**config.mk**
```make
export PLATFORM = sky130hd
export DESIGN_NAME = signed_multiplier
export DESIGN_NICKNAME = d
export VERILOG_FILES = /design/src/rtl/alu_pkg.sv /design/src/rtl/booth_pp_gen.sv /design/src/rtl/signed_multiplier.sv
export SDC_FILE = /design/constraint.sdc
export NUM_CORES = 1
export LEC_CHECK = 0
export CORE_ASPECT_RATIO = 0.75
export CORE_MARGIN = 3
export CORE_UTILIZATION = 64
export CTS_CLUSTER_SIZE = 8
export DETAILED_ROUTE_END_ITERATION = 12
export DONT_BUFFER_PORTS = 1
export PLACE_DENSITY = 0.84
export RECOVER_POWER = 50
export SETUP_SLACK_MARGIN = 0.5
export SLEW_MARGIN = 20
export SYNTH_ARGS = -nofsm -noshare
export SYNTH_HDL_FRONTEND = slang
export SYNTH_SLANG_ARGS = --single-unit
```
**constraint.sdc**
```tcl
create_clock -name clk -period 5.8 [get_ports clk]
set_clock_uncertainty 0.15 [all_clocks]
set_input_delay 1.16 -clock clk [delete_from_list [all_inputs] [get_ports clk]]
set_output_delay 1.16 -clock clk [all_outputs]
set_load 0.01 [all_outputs]
```
**src/rtl/alu_pkg.sv**
```systemverilog
// Shared constants and Booth radix-4 digit decoding for the 8-bit ALU datapath.
package alu_pkg;

  localparam int ALU_WIDTH  = 8;
  localparam int PROD_WIDTH = 16;

  typedef enum logic [2:0] {
    ZERO = 3'd0,
    POS1 = 3'd1,
    POS2 = 3'd2,
    NEG1 = 3'd3,
    NEG2 = 3'd4
  } booth_digit_t;

  // Window is {b[2i+1], b[2i], b[2i-1]}; 3'b111 is -0 and maps to ZERO.
  function automatic booth_digit_t booth_decode(input logic [2:0] win);
    booth_digit_t d;
    case (win)
      3'b001, 3'b010: d = POS1;
      3'b011:         d = POS2;
      3'b100:         d = NEG2;
      3'b101, 3'b110: d = NEG1;
      default:        d = ZERO;
    endcase
    return d;
  endfunction

endpackage

```
**src/rtl/booth_pp_gen.sv**
```systemverilog
// One Booth radix-4 partial product: 16-bit sign-extended 0/+-A/+-2A, with
// negation left as one's complement plus a separate correction bit.
module booth_pp_gen
  import alu_pkg::*;
(
  input  logic [2:0]            win_i,
  input  logic [ALU_WIDTH-1:0]  a_i,
  output logic [PROD_WIDTH-1:0] pp_o,
  output logic                  neg_o
);

  logic [PROD_WIDTH-1:0] a_ext;
  logic [PROD_WIDTH-1:0] a_x2;
  booth_digit_t          digit;

  // Doubling after sign extension keeps the full 9-bit value (-128 -> -256).
  assign a_ext = {{(PROD_WIDTH-ALU_WIDTH){a_i[ALU_WIDTH-1]}}, a_i};
  assign a_x2  = {a_ext[PROD_WIDTH-2:0], 1'b0};
  assign digit = booth_decode(win_i);

  always_comb begin
    pp_o  = '0;
    neg_o = 1'b0;
    case (digit)
      POS1: pp_o = a_ext;
      POS2: pp_o = a_x2;
      NEG1: begin
        pp_o  = ~a_ext;
        neg_o = 1'b1;
      end
      NEG2: begin
        pp_o  = ~a_x2;
        neg_o = 1'b1;
      end
      default: pp_o = '0;
    endcase
  end

endmodule

```
**src/rtl/signed_multiplier.sv**
```systemverilog
// Two-stage pipelined 8x8 signed multiplier: operand register, then Booth
// radix-4 partial-product sum registered into Product.
module signed_multiplier
  import alu_pkg::*;
#(
  parameter int WIDTH = ALU_WIDTH
) (
  input  logic               clk,
  input  logic               rst_n,
  input  logic               in_valid,
  input  logic [WIDTH-1:0]   A,
  input  logic [WIDTH-1:0]   B,
  output logic               out_valid,
  output logic [2*WIDTH-1:0] Product
);

  localparam int NDIG = WIDTH / 2;

  logic [WIDTH-1:0]   a_q, b_q;
  logic               v_q;
  logic [2*WIDTH-1:0] product_q, product_d;
  logic               out_valid_q;

  logic [WIDTH:0]     b_ext;
  logic [2*WIDTH-1:0] pp  [NDIG];
  logic               neg [NDIG];

  always_ff @(posedge clk or negedge rst_n) begin
    if (!rst_n) begin
      a_q <= '0;
      b_q <= '0;
      v_q <= 1'b0;
    end else begin
      a_q <= A;
      b_q <= B;
      v_q <= in_valid;
    end
  end

  assign b_ext = {b_q, 1'b0};

  for (genvar gi = 0; gi < NDIG; gi++) begin : g_pp
    booth_pp_gen u_pp (
      .win_i (b_ext[2*gi+2 -: 3]),
      .a_i   (a_q),
      .pp_o  (pp[gi]),
      .neg_o (neg[gi])
    );
  end

  // Correction bits complete the two's-complement negation at each digit's weight.
  always_comb begin
    product_d = '0;
    for (int i = 0; i < NDIG; i++) begin
      product_d = product_d + (pp[i] << (2*i));
      product_d = product_d + ((2*WIDTH)'(neg[i]) << (2*i));
    end
  end

  always_ff @(posedge clk or negedge rst_n) begin
    if (!rst_n) begin
      product_q   <= '0;
      out_valid_q <= 1'b0;
    end else begin
      product_q   <= product_d;
      out_valid_q <= v_q;
    end
  end

  assign Product   = product_q;
  assign out_valid = out_valid_q;

endmodule

```
### After elaboration in Yosys (flattened, before gate mapping)

Index checks and enable logic that the tools add are counted.
Widths: inputs -> output; s select.

* $add $sub $neg: 7
* reductions and logical operators: 10
* $lt $le $gt $ge: 0
* multiply operators: 0
* equality and inequality tests: 37
* shift operators: 0
* bitwise logic cells: 2
* mux-type cells: 12
* divide/modulo/power cells: 0

Operator list (count)
* $pmux 16 s4: 1
* $pmux 14 s4: 1
* $add 16x16->16: 3
* $pmux 12 s4: 1
* $eq 3x2->1 const B: 14
* $pmux 10 s4: 1
* $eq 3x3->1 const B: 13
* $pmux 3 s4: 3
* $not 16->16: 2
* $eq 3x1->1 const B: 7
* $reduce_or 2->1: 10
* $add 16x1->16: 1
* $add 16x3->16: 1
* $add 16x5->16: 1
* $add 16x7->16: 1
* $pmux 3 s3: 1
* $eq 2x2->1 const B: 2
* $mux 1: 4
* $eq 2x1->1 const B: 1

* logic and storage cells: 73
* memory bits (writable): 0
* bits in read-only memories: 0
* memories: 0
* bits in latches: 0
* bits in registers: 34

### Logic depth before layout (Yosys ltp)

Gate-level depths: netlist of the first run.

* depth after elaboration: 12
* depth in mapped cells: 16
* gate-level depth less buffers: 15

### Hierarchy

From an unflattened synthesis of the first run, not the netlist that was laid out.

* cells, all modules: 365
* area, all modules: 3627.2 µm²

Modules (own cells, without submodules)
* signed_multiplier: area an instance 2280.9 µm², instances 1, cells an instance 197, sequential area each 850.8 µm²
* booth_pp_gen: area an instance 336.6 µm², instances 4, cells an instance 42, sequential area each 0.0 µm²

### Worst setup path before layout of the first run

OpenSTA, ideal clock, no wires.

* kind: flip-flop to flip-flop
* start: register b_q[5]
* end: register product_q[14] (netlist: Product[14])
* buffers on the path: 2
* stages on the path, launching flop included: 17
* period minus slack after synthesis: 4155 ps
* arrival time: 3874 ps
* setup time: 132 ps
* setup slack: 1645 ps
* cell sequence: dfrtp_1 buf_2 buf_2 xor2_1 a22oi_1 o21ai_0 fa_1 inv_1 fa_1 inv_1 fa_1 ha_1 o211a_1 a21oi_1 o21ba_2 o221ai_1 xor2_1

* longest elaborated chain between the ends: 9

RTL lines
* start: declaration: line signed_multiplier.sv:19 `logic [WIDTH-1:0] a_q, b_q;`
* start signal: assignment: line signed_multiplier.sv:31 `b_q <= '0;`
* start signal: assignment: line signed_multiplier.sv:35 `b_q <= B;`
* $eq 3x3->1 (tied with other cells): line alu_pkg.sv:18 `case (win)`
* $reduce_or 2->1: line alu_pkg.sv:18
* $pmux 3 s4: line alu_pkg.sv:18
* $eq 3x3->1 (tied with other cells): line booth_pp_gen.sv:24 `case (digit)`
* $pmux 12 s4 / $reduce_or 2->1 (equally long branches)
* $add 16x16->16 / $mux 1 (equally long branches): line signed_multiplier.sv:55, booth_pp_gen.sv:24
* $add 16x5->16: line signed_multiplier.sv:56 `product_d = product_d + ((2*WIDTH)'(neg[i]) << (2*i));`
* $add 16x16->16: line signed_multiplier.sv:55 `product_d = product_d + (pp[i] << (2*i));`
* $add 16x7->16 (*): line signed_multiplier.sv:56
* named net product_d[14]: line signed_multiplier.sv:21 `logic [2*WIDTH-1:0] product_q, product_d;`
* end signal: assignment: line signed_multiplier.sv:65 `product_q <= product_d;`
* end: declaration: line signed_multiplier.sv:21

The timed path passes the listed nets; every way through them passes the cells marked *.

### Final worst setup path of the first run

* start: register b_q[3]
* end: register product_q[14] (netlist: Product[14])

* longest elaborated chain between the ends: 11

RTL lines (line)
* $eq 3x3->1 (tied with other cells): alu_pkg.sv:18
* $reduce_or 2->1: alu_pkg.sv:18
* $pmux 3 s4: alu_pkg.sv:18
* $eq 3x3->1 (tied with other cells): booth_pp_gen.sv:24
* $pmux 14 s4 / $reduce_or 2->1 (equally long branches)
* $add 16x16->16 / $mux 1 (equally long branches): signed_multiplier.sv:55, booth_pp_gen.sv:24
* $add 16x3->16: signed_multiplier.sv:56
* $add 16x16->16: signed_multiplier.sv:55
* $add 16x5->16 (*): signed_multiplier.sv:56
* $add 16x16->16 (*): signed_multiplier.sv:55
* $add 16x7->16 (*): signed_multiplier.sv:56
* named net product_d[14]: signed_multiplier.sv:21

Marks and branches as above.

==> summary.md, run 1 <==
| Metric | Value |
|---|---|
| Postcts setup bufs | 0 |
| DRC viols | 0 |
| Hold Path Sink | out_valid$_DFF_PN0_ |
| H-tree Lvls | 2 |
| Post-Synth XOR/XNOR Area | a little under an eighth |
| Clock sink total | 34 |
| Final Hold Fails | 0 |
| Largest cells by area after synthesis | dfrtp_1 29%, fa_1 14%, ha_1 12% |
| VDD IR max | 0.273 mV |
| Post-Synth Simple-Gate Area | 7.86% |
| Combinational share of power | 55.0% |
| Final worst-path cycle share | approximately 81% |
| Hold Crit Start | v_q$_DFF_PN0_ |
| Leading area contributor after synthesis | dfrtp_1 |
| Yosys top cell area share | between 20% and 30% |
| Reg2reg start | b_q[3]$_DFF_PN0_ |
| Reg power frac | 30.4% |
| Initial antenna violation count | 0 |
| Slew Viols, Final | 0 |
| Kind of critical path | flop to flop |
| R2r worst-path depth | 15 |
| Iter 0 DRT Violations | about 160 |
| Antenna cells | 0 |
| Status | finished, final reports clean |
| Sw Ratio | a little over two fifths |
| Clock transition at path regs | ~0.070 ns |
| WHS Path Cells | 0 |
| FILL cells | slightly below 300 |
| RSZ-0062 raised after global routing | false |
| Core Box Area | around 0.0042 mm^2 |
| Post-synthesis cell count | approximately 300 |
| Number of port buffers | 0 |
| IO Pins | 36 |
| Fmax | 212 MHz |
| Worst skew pair latency | 0.28 ns |
| First-pass DRT Iterations | 5 |
| Yosys reg bits | 34 |
| Max-Cap Viols | 0 |
| Switching component of the power | ~0.00052 W |
| Total gr overflow | 0 |
| Clk pwr share | between 10 and 15% |
| Cts hold-fix bufs | 0 |
| Number of global-route vias before repair | just over 2k |
| Cell Area, Synth | roughly 0.0029 mm^2 |
| Internal | about 0.0007 W |
| Non-filler cells, final | 342 |
| Adder-Cell Fraction of Synth Area | a little over a quarter |
| CTS resizes | 0 |
| PwrDens | roughly 400 mW/mm^2 |
| Async SR Flop Fraction | 100% |
| Syn avg cell area | about 9.9 um^2 |
| Compound-gate portion of the synthesized area | between 10% and 20% |
| Final TNS setup | 0 ns |
| Die ar. | approximately 0.0055 mm^2 |
| Worst-Margin Slew | slightly above 0.7 ns |
| Post-synth top cells | 34 x dfrtp_1, 28 x ha_1, 26 x inv_1, 24 x xor2_1, 21 x fa_1 |
| Routed Antenna Nets | 0 |
| Largest net degree at the start of global routing | 35 |
| Hold Crit Class | flop to flop |
| Dpl hpwl | 4.45 mm |
| Share of cells above drive strength 1 | 4.18% |
| Drt total wl | about 5.7 mm |
| R2R setup slack | 1.09 ns |
| Critical path fanouts, max | 19 |
| Max Root-Sink Buffers | 2 |
| Final net count | 354 |
| Cell leakage power | around 1.4 nW |
| TritonCTS buffer count | 5 |
| Die Height | between 60 and 70 um |
| CP Data Required Time | 5.82 ns |
| Count leader, synth | dfrtp_1 |
| Post-synthesis mux area share | ~1.7% |
| Setup violators final | 0 |
| Critical path launch point type | flop |
| Row count | 20 |
| CTS tree | built |
| Synth warn | 0 |
| CP arrival | around 4.7 ns |
| Main synth FF type | dfrtp_1 |
| Core Util, Final | slightly above 70% |
| Synth-to-Final Area Change | 2.93% |
| Seq/Total Area, Yosys | 28.9% |
| Die width | around 84 um |
| Critical path endpoint category | flop |
| CTS root buffer | clkbuf_8 |
| Netlist cell types | 44 |
| Syn nets | 365 |
| Crit path time final | 4.71 ns |
| Largest family of logic cells by synthesized area | adder cells |
| Global-route wire length before repair | 9.70 mm |
| Vias | 2,154 |
| Placer congestion estimate | 0.942 |
| Vias/cell | 6.30 |
| Worst reg2reg endpoint | Product[14]$_DFF_PN0_ |
| GRT Util Overall | 22.7% |
| EDFF count, synth | 0 |
| Max transition margin | between 50 and 60% |
| Placed cells | about 330 |
| Routed length per placed instance | about 17 um |
| Initial core utilization | 69.6% |
[cell type report]
| cell class | count | area [um^2] | share of cell area [%] |
|---|---|---|---|
| clock buffer | 7 | 86.3 | 2.85 |
| clock inverter | 1 | 5.00 | 0.165 |
| inverter | 26 | 97.6 | 3.22 |
| multi-input combinational | 219 | 1920 | 63.4 |
| sequential | 34 | 851 | 28.1 |
| tap | 55 | 68.8 | 2.27 |
[state kept, by name, indices dropped and copies added (netlist names)]
| signal | flops |
|---|---|
| out_valid | 1 |
| v_q | 1 |
| a_q | 8 |
| b_q | 8 |
| Product | 16 |
[placed cells by master, fill, tap and decap left out, types with 2 or more instances in the layout]
| cell type | Yosys | final |
|---|---|---|
| a221oi_1 | 6 | 6 |
| inv_1 | 26 | 26 |
| xnor2_1 | 15 | 15 |
| o21bai_1 | 3 | 3 |
| a21o_1 | 2 | 2 |
| mux2i_1 | 4 | 4 |
| o21ai_0 | 19 | 19 |
| xor2_1 | 24 | 24 |
| a22oi_1 | 12 | 12 |
| dfrtp_1 | 34 | 34 |
| nand3_1 | 4 | 4 |
| nor2_1 | 13 | 13 |
| nor2b_1 | 2 | 2 |
| nand2_1 | 17 | 17 |
| a21oi_1 | 14 | 14 |
| and2_1 | 2 | 2 |
| ha_1 | 28 | 28 |
| nand2b_1 | 3 | 3 |
| o221ai_1 | 3 | 3 |
| a31oi_1 | 2 | 2 |
| o21a_1 | 3 | 3 |
| clkbuf_8 | 0 | 6 |
| fa_1 | 21 | 21 |
| a22o_1 | 4 | 4 |
[cells by family after synthesis]
group	count (synthesis)
adder cells (fa/ha/maj)	49
buffers and inverters	44
AO/OA/AOI/OAI	77
XOR/XNOR	39
flip-flops	34
AND/OR/NAND/NOR	49
multiplexers	5
[per-stage QoR]
| stage | hold slack, ns | power (W) | area [um^2] | setup WS, ns |
|---|---|---|---|---|
| floorplan | 0.181 | 0.000906 | 2950 | 1.64 |
| global placement | 0.190 | 0.00101 | 2940 | 1.34 |
| detailed placement | 0.195 | 0.00104 | 2940 | 1.16 |
| CTS | 0.211 | 0.00123 | 3030 | 1.16 |
| global route | 0.217 | 0.00133 | 3030 | 0.770 |
| finish | 0.205 | 0.00122 | 3030 | 1.09 |
[power groups by stage]
stage | Sequential (W) | Combinational, W | Clock, W
floorplan | 0.000351 | 0.000555 | 0
global placement | 0.000375 | 0.000634 | 0
detailed placement | 0.000378 | 0.000663 | 0
CTS | 0.000374 | 0.000673 | 0.000183
global route | 0.000379 | 0.000763 | 0.000192
finish | 0.000371 | 0.000671 | 0.000179
[routing by layer]
metal	track usage, %	vias up	part of all wire [%]
li1	-	1001	-
met1	31.4	1025	43
met2	33.5	120	44
met3	8.13	8	12
met4	7.11	0	1.2
met5	0	-	0
[how the worst max path moves through the flow]
stage                     startpoint                     to  slack, ns  cells after the start
finish              b_q[3]$_DFF_PN0_  Product[14]$_DFF_PN0_       1.09                     15
global route        b_q[1]$_DFF_PN0_  Product[14]$_DFF_PN0_       0.77                     15
CTS                 b_q[3]$_DFF_PN0_  Product[14]$_DFF_PN0_       1.16                     14
detailed placement  b_q[5]$_DFF_PN0_  Product[14]$_DFF_PN0_       1.16                     14
global placement    b_q[5]$_DFF_PN0_  Product[15]$_DFF_PN0_       1.34                     14
floorplan           b_q[5]$_DFF_PN0_  Product[14]$_DFF_PN0_       1.64                     16
[worst max-delay path, cell delays in order (launching register included)]
cell,delay (ns)
dfrtp_1,0.77
nand2_1,0.18
nor2_1,0.40
a22oi_1,0.16
o21ai_0,0.14
fa_1,0.46
inv_1,0.09
fa_1,0.41
inv_1,0.09
fa_1,0.40
ha_1,0.37
o211a_1,0.29
a21oi_1,0.23
o21ba_2,0.18
o221ai_1,0.12
xor2_1,0.17
(Power assumes the default switching activity.)
==> run 2: changes to the inputs <==
==> constraint.sdc (replaced) <==
create_clock -name clk -period 4.7 [get_ports clk]
set_clock_uncertainty 0.15 [all_clocks]
set_input_delay 0.94 -clock clk [delete_from_list [all_inputs] [get_ports clk]]
set_output_delay 0.94 -clock clk [all_outputs]
set_load 0.01 [all_outputs]
==> run 2 against run 1 <==
  * Clock power grew 25%
  * Die area is the same
  * Largest cell class unchanged
  * Wire length is 15% higher
  * Sequential power up 23%
  * Final area increased by 11%
  * Core utilization is 7.5 points higher
  * Register-to-register slack worse by 0.51 ns
==> summary.md, run 2 (synthesized netlist as in run 1, its figures left out) <==
| Metric | Value |
|---|---|
| Max stage delay on crit path | 0.51 ns (-0.26 ns) |
| Cell leakage power | 1.52 nW (+5.9%) |
| Number of port buffers | 0 (unchanged) |
| Die width | 84.3 um (unchanged) |
| Internal | 0.000989 W (+40%) |
| First-pass DRT Iterations | 5 (unchanged) |
| CTS root buffer | clkbuf_8 |
| Vias | 2,278 (+5.8%) |
| CP arrival | 4.19 ns (-0.54 ns) |
| CTS tree | built |
| Number of flip-flops in the largest register | 16 (unchanged) |
| Critical path launch point type | flop |
| CP Data Required Time | 4.76 ns (-1.06 ns) |
| Final TNS setup | 0 ns (unchanged) |
| Final Hold Fails | 0 (unchanged) |
| Initial antenna violation count | 0 (unchanged) |
| Final net count | 371 (+4.8%) |
| TritonCTS buffer count | 5 (unchanged) |
| Critical path fanouts, max | 7 (-12) |
| Total power | 0.00170 W (+39%) |
| Final worst-path cycle share | 87.7% (+6.5 points) |
| Total gr overflow | 0 (unchanged) |
| Slew Viols, Final | 0 (unchanged) |
| Routed length per placed instance | 18.3 um (+9.9%) |
| Share of cells above drive strength 1 | 19.7% (+16 points) |
| Vias/cell | 6.35 (+0.75%) |
| Global-route wire length before repair | 9.93 mm (+2.4%) |
| Number of global-route vias before repair | 2,065 (+1.3%) |
| CP max-delay cell | dfrtp_2 |
| PwrDens | 507 mW/mm^2 (+26%) |
| Cts hold-fix bufs | 0 (unchanged) |
| Clock sink total | 34 (unchanged) |
| Cell area after layout | 0.00335 mm^2 (+11%) |
| Reg power frac | 26.8% (-3.6 points) |
| Post-placement cell area | 0.00298 mm^2 (+1.3%) |
| Fmax | 243 MHz (+14%) |
| H-tree Lvls | 2 (unchanged) |
| Setup violators final | 0 (unchanged) |
| Most frequent cells in the layout | 26 x inv_1, 25 x dfrtp_1, 22 x xor2_1 |
| DRC viols | 0 (unchanged) |
| Core Util, Final | 79.2% (+7.5 points) |
| Top delay family on crit path | adder cells |
| Routed Antenna Nets | 0 (unchanged) |
| Synth-to-Final Area Change | 13.8% |
| Crit path time final | 4.12 ns (-0.590 ns) |
| Initial core utilization | 69.6% (unchanged) |
| Hold Crit Class | input pin to asynchronous set/reset pin |
| Iter 0 DRT Violations | 238 (+46%) |
| Antenna cells | 0 (unchanged) |
| Sw Ratio | 41.8% (-0.46 points) |
| IO Pins | 36 (unchanged) |
| Placed cells | 339 (+1.5%) |
| Switching component of the power | 0.000711 W (+38%) |
| VDD IR max | 0.502 mV (+84%) |
| GRT Util Overall | 23.2% (+0.54 points) |
| Die ar. | 0.00546 mm^2 (unchanged) |
| RSZ-0062 raised after global routing | false |
| Most frequent CP cell | fa_1 |
| Kind of critical path | flop to flop |
| Dpl hpwl | 4.54 mm (+2.0%) |
| Row count | 20 (unchanged) |
| Most common cell after layout, fill and taps aside | inv_1 |
| Worst-Margin Slew | 0.508 ns (-0.206 ns) |
| Status | finished, final reports clean |
| Non-filler cells, final | 359 (+5.0%) |
| Max Root-Sink Buffers | 2 (unchanged) |
| Critical path cell sequence | buf_6 > buf_4 > xnor2_1 > o221ai_1 > fa_1 > inv_1 > fa_1 > inv_1 > fa_1 > ha_4 > a211o_1 > a211oi_4 > o21bai_1 > a21oi_1 > xnor2_1 |
| Worst path bufs/invs | 4 (+2) |
| Placer congestion estimate | 0.890 (-5.5%) |
| Die Height | 64.8 um (unchanged) |
| Worst skew pair latency | 0.29 ns (about the same) |
| Max-Cap Viols | 0 (unchanged) |
| Clk pwr share | 13.2% (-1.4 points) |
| Largest net degree at the start of global routing | 35 (unchanged) |
| Clock transition at path regs | 0.07 ns (about the same) |
| Core Box Area | 0.00423 mm^2 (unchanged) |
| Combinational share of power | 60.0% (+5.0 points) |
| Critical path endpoint category | flop |
| Drt total wl | 6.58 mm (+15%) |
| Max transition margin | 66.0% (+14 points) |
==> run 2: changes by cell type in the layout (fill, tap and decap cells not counted), sizes merged <==
cell	before	now
buf	0	17
==> run 2: through the flow <==
stage	hold WS (ns)	worst slack, ns
2_1_floorplan	0.181	0.545
3_3_place_gp	0.188	0.450
3_5_place_dp	0.189	0.285
4_1_cts	0.189	0.507
5_1_grt	0.171	0.453
6_report	0.188	0.578
==> run 2: area by class of cell <==
cell class                      count  area [um^2]
Sequential cell                    34          862
Clock inverter                      1         5.00
Inverter                           26         97.6
Timing Repair Buffer               17          133
Tap cell                           55         68.8
Fill cell                         232          878
Multi-Input combinational cell    219         2100
Clock buffer                        7         86.3
==> run 2: final timing paths <==
path / startpoint / slack [ns] / cells after the start / end
max: b_q[3]$_DFF_PN0_ / 0.58 / 15 / Product[13]$_DFF_PN0_
min: rst_n / 0.19 / 0 / Product[9]$_DFF_PN0_
max reg2reg: b_q[3]$_DFF_PN0_ / 0.58 / 15 / Product[13]$_DFF_PN0_
min reg2reg: v_q$_DFF_PN0_ / 0.21 / 0 / out_valid$_DFF_PN0_
max in group asynchronous: rst_n / 4.10 / 0 / b_q[5]$_DFF_PN0_
min in group clk: v_q$_DFF_PN0_ / 0.21 / 0 / out_valid$_DFF_PN0_
==> run 2: power groups by stage <==
stage | Combinational, W | Sequential [W] | Clock [W]
3_3_place_gp | 0.000788 | 0.000458 | 0
4_1_cts | 0.000871 | 0.000455 | 0.000225
6_report | 0.00102 | 0.000456 | 0.000224
3_5_place_dp | 0.000820 | 0.000460 | 0
5_1_grt | 0.00113 | 0.000464 | 0.000241
2_1_floorplan | 0.000685 | 0.000434 | 0
==> run 2: routing by layer <==
| metal | up-vias | wire length, um | GRT usage, % |
|---|---|---|---|
| li1 | 1045 | - | - |
| met1 | 1056 | 2940 | 34.0 |
| met2 | 147 | 2840 | 35.4 |
| met3 | 30 | 568 | 4.70 |
| met4 | 0 | 235 | 5.93 |
| met5 | - | 0 | 0 |
==> run 2: timing repair <==
| item | CTS | global route |
|---|---|---|
| cloned | 0 | 1 |
| pin swaps | 1 | 19 |
| resized for setup | 17 | 24 |
| buffers inserted | 5 | 6 |
| setup endpoints to repair | 5 | 5 |
==> run 3: changes to the inputs <==
--- a/config.mk
+++ b/config.mk
@@ -11,6 +11,7 @@
 export CTS_CLUSTER_SIZE = 8
 export DETAILED_ROUTE_END_ITERATION = 12
 export DONT_BUFFER_PORTS = 1
+export HOLD_SLACK_MARGIN = 0.06
 export PLACE_DENSITY = 0.84
 export RECOVER_POWER = 50
 export SETUP_SLACK_MARGIN = 0.5
==> results of run 3 <==
No change in the layout: final DEF, timing and power equal those of run 2.
